`src/rtl/uart_rx_fifo.sv`:
```
// 8N1 UART receiver with mid-bit sampling, feeding a first-word-fall-through FIFO.
// Framing errors and overflow drops are reported as single-cycle strobes.
module uart_rx_fifo #(
    parameter int CLKS_PER_BIT = 217,
    parameter int FIFO_DEPTH   = 4
) (
    input  logic       i_clk,
    input  logic       i_rst_n,
    input  logic       i_rx,
    output logic [7:0] o_data,
    output logic       o_valid,
    input  logic       i_ready,
    output logic       o_frame_err,
    output logic       o_overflow
);

    localparam int BAUD_W = $clog2(CLKS_PER_BIT);
    localparam int PTR_W  = $clog2(FIFO_DEPTH);
    localparam int CNT_W  = PTR_W + 1;

    // Loads are one less than the interval because the sample happens on the zero count.
    localparam logic [BAUD_W-1:0] HALF_LOAD = BAUD_W'(CLKS_PER_BIT / 2 - 1);
    localparam logic [BAUD_W-1:0] BIT_LOAD  = BAUD_W'(CLKS_PER_BIT - 1);
    localparam logic [CNT_W-1:0]  DEPTH_C   = CNT_W'(FIFO_DEPTH);

    typedef enum logic [2:0] {
        S_IDLE,
        S_START,
        S_DATA,
        S_STOP,
        S_BREAK
    } state_t;

    state_t            state, state_next;
    logic [BAUD_W-1:0] baud_cnt, baud_next;
    logic [2:0]        bit_idx, bit_next;
    logic [7:0]        shift_reg, shift_next;
    logic              baud_done;
    logic              push_req;
    logic              frame_err_next;

    logic [7:0]        mem [FIFO_DEPTH];
    logic [PTR_W-1:0]  wr_ptr, rd_ptr;
    logic [CNT_W-1:0]  count;
    logic              full;
    logic              push;
    logic              pop;

    assign baud_done = (baud_cnt == '0);

    always_ff @(posedge i_clk or negedge i_rst_n) begin
        if (!i_rst_n) begin
            state     <= S_IDLE;
            baud_cnt  <= '0;
            bit_idx   <= '0;
            shift_reg <= '0;
        end else begin
            state     <= state_next;
            baud_cnt  <= baud_next;
            bit_idx   <= bit_next;
            shift_reg <= shift_next;
        end
    end

    always_comb begin
        state_next     = state;
        baud_next      = baud_cnt;
        bit_next       = bit_idx;
        shift_next     = shift_reg;
        push_req       = 1'b0;
        frame_err_next = 1'b0;
        case (state)
            S_IDLE: begin
                if (!i_rx) begin
                    state_next = S_START;
                    baud_next  = HALF_LOAD;
                end
            end
            S_START: begin
                if (!baud_done) begin
                    baud_next = baud_cnt - BAUD_W'(1);
                end else if (!i_rx) begin
                    state_next = S_DATA;
                    baud_next  = BIT_LOAD;
                    bit_next   = '0;
                end else begin
                    state_next = S_IDLE;
                    baud_next  = BIT_LOAD;
                end
            end
            S_DATA: begin
                if (!baud_done) begin
                    baud_next = baud_cnt - BAUD_W'(1);
                end else begin
                    shift_next = {i_rx, shift_reg[7:1]};
                    baud_next  = BIT_LOAD;
                    if (bit_idx == 3'd7) begin
                        state_next = S_STOP;
                    end else begin
                        bit_next = bit_idx + 3'd1;
                    end
                end
            end
            S_STOP: begin
                if (!baud_done) begin
                    baud_next = baud_cnt - BAUD_W'(1);
                end else begin
                    baud_next = BIT_LOAD;
                    if (i_rx) begin
                        push_req   = 1'b1;
                        state_next = S_IDLE;
                    end else begin
                        frame_err_next = 1'b1;
                        state_next     = S_BREAK;
                    end
                end
            end
            S_BREAK: begin
                // Wait out a held-low line so it cannot retrigger a frame.
                if (i_rx) begin
                    state_next = S_IDLE;
                    baud_next  = BIT_LOAD;
                end
            end
            default: begin
                state_next = S_IDLE;
                baud_next  = BIT_LOAD;
            end
        endcase
    end

    assign full    = (count == DEPTH_C);
    assign o_valid = (count != '0);
    assign o_data  = mem[rd_ptr];
    assign pop     = o_valid & i_ready;
    // A full FIFO still accepts a byte when the head leaves in the same cycle.
    assign push    = push_req & (~full | pop);

    always_ff @(posedge i_clk or negedge i_rst_n) begin
        if (!i_rst_n) begin
            wr_ptr      <= '0;
            rd_ptr      <= '0;
            count       <= '0;
            o_frame_err <= 1'b0;
            o_overflow  <= 1'b0;
            for (int i = 0; i < FIFO_DEPTH; i++) begin
                mem[i] <= '0;
            end
        end else begin
            o_frame_err <= frame_err_next;
            o_overflow  <= push_req & full & ~pop;
            if (push) begin
                mem[wr_ptr] <= shift_reg;
                wr_ptr      <= wr_ptr + PTR_W'(1);
            end
            if (pop) begin
                rd_ptr <= rd_ptr + PTR_W'(1);
            end
            case ({push, pop})
                2'b10:   count <= count + CNT_W'(1);
                2'b01:   count <= count - CNT_W'(1);
                default: count <= count;
            endcase
        end
    end

endmodule

```
`config.mk`:
```
export PLATFORM = sky130hd
export DESIGN_NAME = uart_rx_fifo
export DESIGN_NICKNAME = d
export VERILOG_FILES = /design/src/rtl/uart_rx_fifo.sv
export SDC_FILE = /design/constraint.sdc
export NUM_CORES = 1
export LEC_CHECK = 0
export BUFFER_PORTS_ARGS = -buffer_cell sky130_fd_sc_hd__buf_4
export CAP_MARGIN = 20
export CORE_MARGIN = 3
export CORE_UTILIZATION = 50
export CTS_BUF_LIST = sky130_fd_sc_hd__clkbuf_4 sky130_fd_sc_hd__clkbuf_8 sky130_fd_sc_hd__clkbuf_16
export CTS_CLUSTER_DIAMETER = 200
export DETAILED_ROUTE_END_ITERATION = 8
export PLACE_DENSITY_LB_ADDON = 0.3
export REMOVE_ABC_BUFFERS = 1
export SETUP_SLACK_MARGIN = 0.02
export SLEW_MARGIN = 10
export SYNTH_ARGS = -nofsm -noshare
export SYNTH_HDL_FRONTEND = slang
export SYNTH_SLANG_ARGS = --single-unit
```
`constraint.sdc`:
```
create_clock -name i_clk -period 3.88 [get_ports i_clk]
set_input_delay 0.582 -clock i_clk [delete_from_list [all_inputs] [get_ports i_clk]]
set_output_delay 0.582 -clock i_clk [all_outputs]
set_load 0.005 [all_outputs]
```
# Word level (Yosys, flattened, before mapping)
# Index checks and enable logic that the tools add are counted.
dict set report word_totals {
  regBits 63
  word_cells 89
}
dict set report classes {
  bitwise 9
  n_eq_ne 16
  reduce_logical 11
  magnitude_cmp 3
  addsub 6
  muxes 31
}
# op n
set ops {}
lappend ops {{2-to-1 mux 8 bit} 6}
lappend ops {{2-to-1 mux 3 bit} 11}
lappend ops {{bitwise mux 32 bit} 1}
lappend ops {{case mux 8 bit (3 select lines)} 1}
lappend ops {{binary-select mux 8 bit (select 2 bit)} 1}
lappend ops {{demux 8 bit (select 2 bit)} 1}
lappend ops {{!= test 2 bit, second input constant} 8}
lappend ops {{case mux 3 bit (5 select lines)} 1}
lappend ops {{case mux 3 bit (2 select lines)} 2}
lappend ops {{equality test 3 bit, second input constant} 3}
lappend ops {{zero test 8 bit} 1}
lappend ops {{subtractor 8 x 1 -> 8 bit, second input constant} 1}
lappend ops {{adder 3 x 1 -> 3 bit, second input constant} 2}
lappend ops {{equality test 3 x 2 -> 1 bit, second input constant} 2}
lappend ops {{>= comparator 3 bit, second input constant} 2}
lappend ops {{2-to-1 mux 1 bit} 6}
lappend ops {{NOT 2 -> 3 bit} 2}
lappend ops {{AND reduction 6 bit} 1}
lappend ops {{AND reduction 5 bit} 1}
lappend ops {{adder 2 x 1 -> 2 bit, second input constant} 2}
lappend ops {{bitwise AND 1 bit} 4}
lappend ops {{AND reduction 2 bit} 2}
lappend ops {{nonzero test 2 bit} 2}
lappend ops {{equality test 3 x 1 -> 1 bit, second input constant} 1}
lappend ops {{11 further kinds} 12}

# Logic depth before layout (Yosys ltp)
# Gate-level depths: netlist of the first run.
dict set report logic_depth {
  depth_word 6
  mapped_depth 12
  depth_no_buf 11
}

# Least setup slack after synthesis of the first run
# Ideal clock, no wire load.
dict set report synth_path {
  path_kind {register to register}
  startpoint {register baud_cnt[3]}
  endpoint {register count[1]}
  stages_incl_launch_ff 9
  t_arrival_ps 2653
  period_less_slack_ps 2736
  setup_slack_ps 1144
  required_time_ps 3797
  path_cell_list {dfrtp_1 or4_1 buf_2 nor4_4 inv_1 ha_1 inv_1 fa_1 o21ai_0}
}
dict set report synth_via {
  elab_chain_len 6
  word_cells_on_any_way 8
}
# item line_no
set synth_lines {}
lappend synth_lines {{from (decl)} 35} ;# logic [BAUD_W-1:0] baud_cnt, baud_next;
lappend synth_lines {{from (signal assigned)} 59} ;# baud_cnt <= baud_next;
lappend synth_lines {{zero test 8 bit *} 49} ;# assign baud_done = (baud_cnt == '0);
lappend synth_lines {{2-to-1 mux 1 bit *} 105} ;# if (!baud_done) begin
lappend synth_lines {{2-to-1 mux 1 bit *} 72} ;# case (state)
lappend synth_lines {{bitwise AND 1 bit *} 137} ;# assign push = push_req & (~full | pop);
lappend synth_lines {{equality test 2 x 1 -> 1 bit or equality test 2 bit (tied branches)} 159} ;# case ({push, pop})
lappend synth_lines {{case mux 3 bit (2 select lines) or nonzero test 2 bit (tied branches)} --}
lappend synth_lines {{to (signal assigned)} 160} ;# 2'b10: count <= count + CNT_W'(1);
lappend synth_lines {{to (signal assigned)} 161} ;# 2'b01: count <= count - CNT_W'(1);
lappend synth_lines {{to (signal assigned)} 162} ;# default: count <= count;
lappend synth_lines {{to (decl)} 44} ;# logic [CNT_W-1:0] count;
# Mark *: on every way between the ends. The rest lies on a longest branch, timed or not.
# A chain may end at the register's enable or synchronous reset.

# Final worst setup path of the first run
# Same ends and word-level chain as after synthesis.

==> flow_summary_export.csv, run 1 <==
group,metric,value,unit
setup_path,reg2reg_depth,8,
placed_design,portBuffers,14,
power_and_ir_drop,p_int,1.23,mW
flow_run,cap_violations,0,
power_and_ir_drop,power_frac_seq,49.1,%
yosys,synthDistinctLibCells,46,
setup_path,crit_slowest_cell,"or4_1",
drt,routed_wirelength,5390,um
clock_tree,cts_tree,"built",
yosys,async_flop_share,100,%
drt,ant_nets,0,
timing,tns,0,ns
timing,drv_slew,0,
yosys,synthMuxAreaShare,21.7,%
setup_path,cp_cell_sequence,"or4_1 -> nor4_4 -> buf_4 -> inv_1 -> ha_1 -> inv_1 -> fa_1 -> o21ai_0",
yosys,synth_top_area_share,51.3,%
setup_path,worstSetupEndpoint,"count[1]",
power_and_ir_drop,p_comb_share,18.0,%
placed_design,gp_congestion,0.852,
worst_hold_path,min_path_type,"input pin to async pin",
setup_path,path_buf_inv,3,
finish,diodes,0,
finish,areaGrowthSynthToFinish,12.0,%
yosys,synth_xor_area_share,1.71,%
clock_tree,clock_path_buffers,2,
drt,wl_per_cell,16.0,um
yosys,syn_inst,243,
finish,finalNetCount,274,
clock_tree,cts_made_buffers,9,
setup_path,crit_type,"flip-flop to flip-flop",
clock_tree,numClockSinks,63,
clock_tree,htree_levels,3,
floorplan,rows,27,
drt,drc_errors,0,
setup_path,worst_path_most_repeated_cell,"inv_1",
placed_design,dpl.hpwl,3480,um
global_route,grt_use_total,17.1,%
clock_tree,ctsHoldBuffers,0,
setup_path,r2r_end,"count[1]",
setup_path,crit_start,"baud_cnt[3]",
yosys,yosysSeqAreaShare,51.3,%
drt,dr.pass1.iters,4,
power_and_ir_drop,p_clk_share,32.9,%
setup_path,rrSetupSlack,1.27,ns
drt,vias,1925,
floorplan,core_area,5710,um2
timing,relSlewSlack,45.6,%
drt,vias_per_cell,5.71,
yosys,syn-cell-area,3070,um2
finish,filler_cell_count,458,
timing,max_freq,384,MHz
yosys,synth_fa_ha_area_share,4.32,%
finish,drive_gt1_share,33.2,%
global_route,grt_pass1_vias,1928,
timing,worst_pin_slew,0.809,ns
setup_path,critPathLaunchType,"flip-flop",
finish,utilization,60.3,%
clock_tree,cts_resized,0,
setup_path,cp-end-kind,"flip-flop",
power_and_ir_drop,power.leakage,1.65,nW
timing,skew,0.00963,ns
setup_path,required,4.14,ns
power_and_ir_drop,power_density,511,nW/um2
setup_path,cpPeakStageDelay,0.66,ns
global_route,grt_max_degree,64,
yosys,synth_area_leaders,"dfrtp_1 51%, mux2_2 13%, mux4_2 5.9%",
clock_tree,post-cts-setup-buffer-count,0,
setup_path,cp_top_family,"simple AND/OR/NAND/NOR gates",
global_route,antenna_found_initial,0,
setup_path,path_depth,8,
yosys,ys_ff_latch,63,
floorplan,io_pins,15,
floorplan,die_area,7120,um2
power_and_ir_drop,p_switching,0.533,mW
finish,layout_commonest_cell,"dfrtp_1",
yosys,synth_top_family_by_area,"multiplexers",
power_and_ir_drop,irDropWorstVdd,0.348,mV
timing,period_share,67.2,%
global_route,overflow,0,
clock_tree,clock-root-buffer,"clkbuf_8",
yosys,ys_warn_count,0,
yosys,synth-edff-count,0,
clock_tree,clk_transition_reported_paths,0.07,ns
finish,multi_input_area,1410,um2
yosys,yosysTopAreaCell,"dfrtp_1",
yosys,syn_area_per_cell,12.6,um2
setup_path,rr_startpoint,"baud_cnt[3]",
global_route,grt_pass1_wl,9570,um
yosys,synth_flop_cell,"dfrtp_1",
setup_path,cp.arrival,2.87,ns
finish,largest_reg_flops,32,
floorplan,start_util,53.8,%
yosys,synth-compound-area-share,6.39,%
floorplan,die_y,84.4,um
timing,hold_viol,0,
clock_tree,clk_latency,0.33,ns
floorplan,die_x,84.4,um
timing,timing.final.crit_period,2.61,ns
finish,layout_common_cells,"63 x dfrtp_1, 36 x mux2_2, 17 x nand2_1",
power_and_ir_drop,p_sw_share,30.3,%
setup_path,cp_max_fo,8,
yosys,synthSimpleGateAreaFrac,11.6,%
timing,setup_violations,0,
run_status,status,"complete, no violations",
timing,rsz0062_at_grt,"no",
finish,seq_area,1580,um2
power_and_ir_drop,power,1.76,mW
drt,drt-initial-drc-count,108,
per-stage QoR:
step	area [um2]	cells	setup slack, ns	hold slack, ns
6_report	3440	337	1.27	0.321
5_1_grt	3440	337	1.13	0.378
4_1_cts	3440	337	1.26	0.344
3_5_place_dp	3230	321	1.16	0.487
3_3_place_gp	3230	321	1.24	0.474
2_1_floorplan	3020	233	1.15	0.286
worst min path at each step:
stage | endpoint | cells after the start | startpoint | slack [ns]
after CTS | count[1] | 1 | i_rst_n | 0.34
final | count[1] | 1 | i_rst_n | 0.32
after global placement | bit_idx[2] | 2 | bit_idx[2] | 0.47
after detailed placement | mem[13] | 1 | mem[13] | 0.49
after floorplan | baud_cnt[0] | 0 | i_rst_n | 0.29
after global routing | count[2] | 1 | i_rst_n | 0.38
worst register-to-register path, delay by kind of cell (launching register included):
kind | cells | cell delay (ns)
AO/OA/AOI/OAI | 1 | 0.15
adder cells (fa/ha/maj) | 2 | 0.61
buffers and inverters | 3 | 0.36
flip-flops | 1 | 0.44
AND/OR/NAND/NOR | 2 | 0.96
cell usage after synthesis, types with 3 or more instances:
library cell and count:
a21oi_1 12, clkbuf_1 6, dfrtp_1 63, ha_1 9, inv_1 11, mux2_2 36, mux2_4 4, mux4_2 8
nand2_1 17, nand2_4 4, nand2b_1 3, nand3_1 3, nor2_1 10, nor3_1 3, nor3b_1 3, nor4_1 3
o21ai_0 9, o22ai_1 3, xnor2_1 3, xor2_1 3
cell families after synthesis:
group,count (synthesis)
adders and majority gates,10
buffers and inverters,21
AOI/OAI and AO/OA,33
muxes,50
and+or+nand+nor,60
xor gates and xnor gates,6
DFF,63
power by group through the flow:
stage	combinational, mW	clock (mW)	sequential [mW]
floorplan	0.256	0	0.837
global placement	0.310	0	0.871
detailed placement	0.321	0	0.873
CTS	0.321	0.593	0.864
global route	0.360	0.631	0.879
finish	0.317	0.579	0.864
metal layers:
| layer | routed length [um] | up-vias | track usage, % |
|---|---|---|---|
| li1 | - | 915 | - |
| met1 | 2490 | 975 | 22.8 |
| met2 | 2670 | 26 | 26.7 |
| met3 | 177 | 9 | 5.40 |
| met4 | 58 | 0 | 6.04 |
| met5 | 0 | - | 0 |
layout make-up:
class / count / share of cell area, %
clock inverters: 5 / 1.64
multi-input cells: 159 / 40.8
repair buffers: 16 / 3.49
inverters: 11 / 1.20
flip-flops and latches: 63 / 45.8
well taps: 72 / 2.62
clock buffers: 11 / 4.40
No activity file was read; power rests on OpenSTA's default activity.
==> run 2, diff against run 1 <==
==> constraint.sdc (replaced) <==
create_clock -name i_clk -period 2.6 [get_ports i_clk]
set_input_delay 0.39 -clock i_clk [delete_from_list [all_inputs] [get_ports i_clk]]
set_output_delay 0.39 -clock i_clk [all_outputs]
set_load 0.005 [all_outputs]
==> flow_summary_export.csv, run 2 (same netlist as run 1, synthesis figures left out) <==
group,metric,value,unit
clock_tree,cts_made_buffers,9,
clock_tree,numClockSinks,63,
floorplan,io_pins,15,
clock_tree,htree_levels,3,
timing,timing.final.crit_period,2.38,ns
timing,rsz0062_at_grt,"no",
drt,wl_per_cell,16.4,um
power_and_ir_drop,power.leakage,1.70,nW
worst_hold_path,min_path_type,"input pin to async pin",
timing,setup_violations,0,
drt,dr_wl_met2,2930,um
timing,drv_slew,0,
placed_design,dpl.hpwl,3610,um
floorplan,die_x,84.4,um
run_status,status,"complete, no violations",
timing,skew,0.00856,ns
setup_path,cp.arrival,2.64,ns
finish,layout_commonest_cell,"dfrtp_1",
timing,worst_pin_slew,0.771,ns
floorplan,core_area,5710,um2
floorplan,start_util,53.8,%
drt,drc_errors,0,
finish,drive_gt1_share,34.7,%
global_route,grt_use_total,17.4,%
drt,routed_wirelength,5570,um
timing,tns,0,ns
global_route,antenna_found_initial,0,
floorplan,rows,27,
drt,dr.pass1.iters,4,
power_and_ir_drop,p_sw_share,27.9,%
global_route,grt_pass1_vias,2012,
drt,drt-initial-drc-count,79,
finish,layout_common_cells,"63 x dfrtp_1, 36 x mux2_2, 19 x buf_4",
setup_path,cp_max_fo,4,
clock_tree,clock-root-buffer,"clkbuf_8",
finish,diodes,0,
global_route,grt_max_degree,64,
drt,ant_nets,0,
flow_run,cap_violations,0,
drt,drt-met1-wl,2320,um
timing,relSlewSlack,48.6,%
global_route,overflow,0,
setup_path,cp-end-kind,"flip-flop",
floorplan,die_area,7120,um2
clock_tree,clk_latency,0.34,ns
finish,areaGrowthSynthToFinish,14.7,%
power_and_ir_drop,p_switching,0.811,mW
power_and_ir_drop,p_comb_share,17.1,%
power_and_ir_drop,p_int,2.09,mW
power_and_ir_drop,power_frac_seq,44.5,%
clock_tree,cts_tree,"built",
timing,hold_viol,0,
finish,finalNetCount,277,
drt,vias_per_cell,5.69,
drt,vias,1936,
placed_design,gp_congestion,0.825,
timing,max_freq,420,MHz
setup_path,critPathLaunchType,"flip-flop",
clock_tree,clock_path_buffers,2,
floorplan,die_y,84.4,um
setup_path,crit_type,"flip-flop to flip-flop",
power_and_ir_drop,power_density,823,nW/um2
clock_tree,clk_transition_reported_paths,0.07,ns
global_route,grt_pass1_wl,9670,um
drt,wl_met3,199,um
placed_design,portBuffers,14,
drt,top_layer,"met4",
timing,period_share,91.6,%
setup_path,required,2.86,ns
power_and_ir_drop,irDropWorstVdd,0.422,mV
power_and_ir_drop,p_clk_share,38.4,%
finish,largest_reg_flops,32,
clock_tree,post-cts-setup-buffer-count,0,
timing,hold_slack,0.124,ns
-- run 2: worst paths after layout --
check / depth (start not counted) / startpoint / slack [ns] / to
worst max-delay path: 9 / baud_cnt[0] / 0.22 / count[1]
worst min-delay path: 1 / i_rst_n / 0.12 / wr_ptr[0]
worst max register to register: 9 / baud_cnt[0] / 0.22 / count[1]
worst min register to register: 1 / count[2] / 0.49 / count[2]
max in group asynchronous: 1 / i_rst_n / 1.97 / bit_idx[0]
min in group i_clk: 2 / i_rx / 0.34 / state[2]
-- run 2: area by class of cell --
cell class              instances  area [um2]
fillers                       432        2180
flip-flops and latches         63        1580
multi-input cells             159        1410
repair buffers                 19         143
clock inverters                 6         133
clock buffers                  10         131
well taps                      72        90.1
inverters                      11        41.3
-- run 2: metrics by stage --
stage	cell area [um2]	utilization, %	power (mW)	instances	setup slack (ns)
after floorplan	3020	-	1.63	233	-0.134
after detailed placement	3260	57.0	1.80	324	0.139
after CTS	3520	61.6	2.93	340	0.144
after global placement	3260	57.0	1.77	324	0.236
final	3530	61.8	2.90	340	0.217
after global routing	3530	61.8	3.06	340	0.0675
-- run 2: timing repair --
| item | in CTS | in global routing |
|---|---|---|
| hold buffers | 0 | 0 |
| endpoints found under the setup margin | 0 | 1 |
| resized for setup | 0 | 2 |
-- run 2: worst max-delay path: stages (launching register included) --
cell,delay (ns)
dfrtp_1,0.41
inv_1,0.10
ha_1,0.16
or3b_4,0.42
nor4_4,0.29
inv_1,0.07
ha_1,0.22
inv_1,0.07
fa_1,0.40
o21ai_0,0.17
-- run 2: layer usage --
metal / global-route usage (%) / vias up
met5: 0 / -
met4: 6.33 / 0
met3: 6.58 / 16
met2: 29.2 / 42
met1: 20.4 / 952
li1: - / 926
-- run 2: power groups by stage --
stage,combinational (mW),sequential [mW],clock (mW)
2_1_floorplan,0.382,1.25,0
3_3_place_gp,0.469,1.30,0
3_5_place_dp,0.493,1.31,0
4_1_cts,0.496,1.29,1.14
5_1_grt,0.558,1.32,1.19
6_report,0.496,1.29,1.11
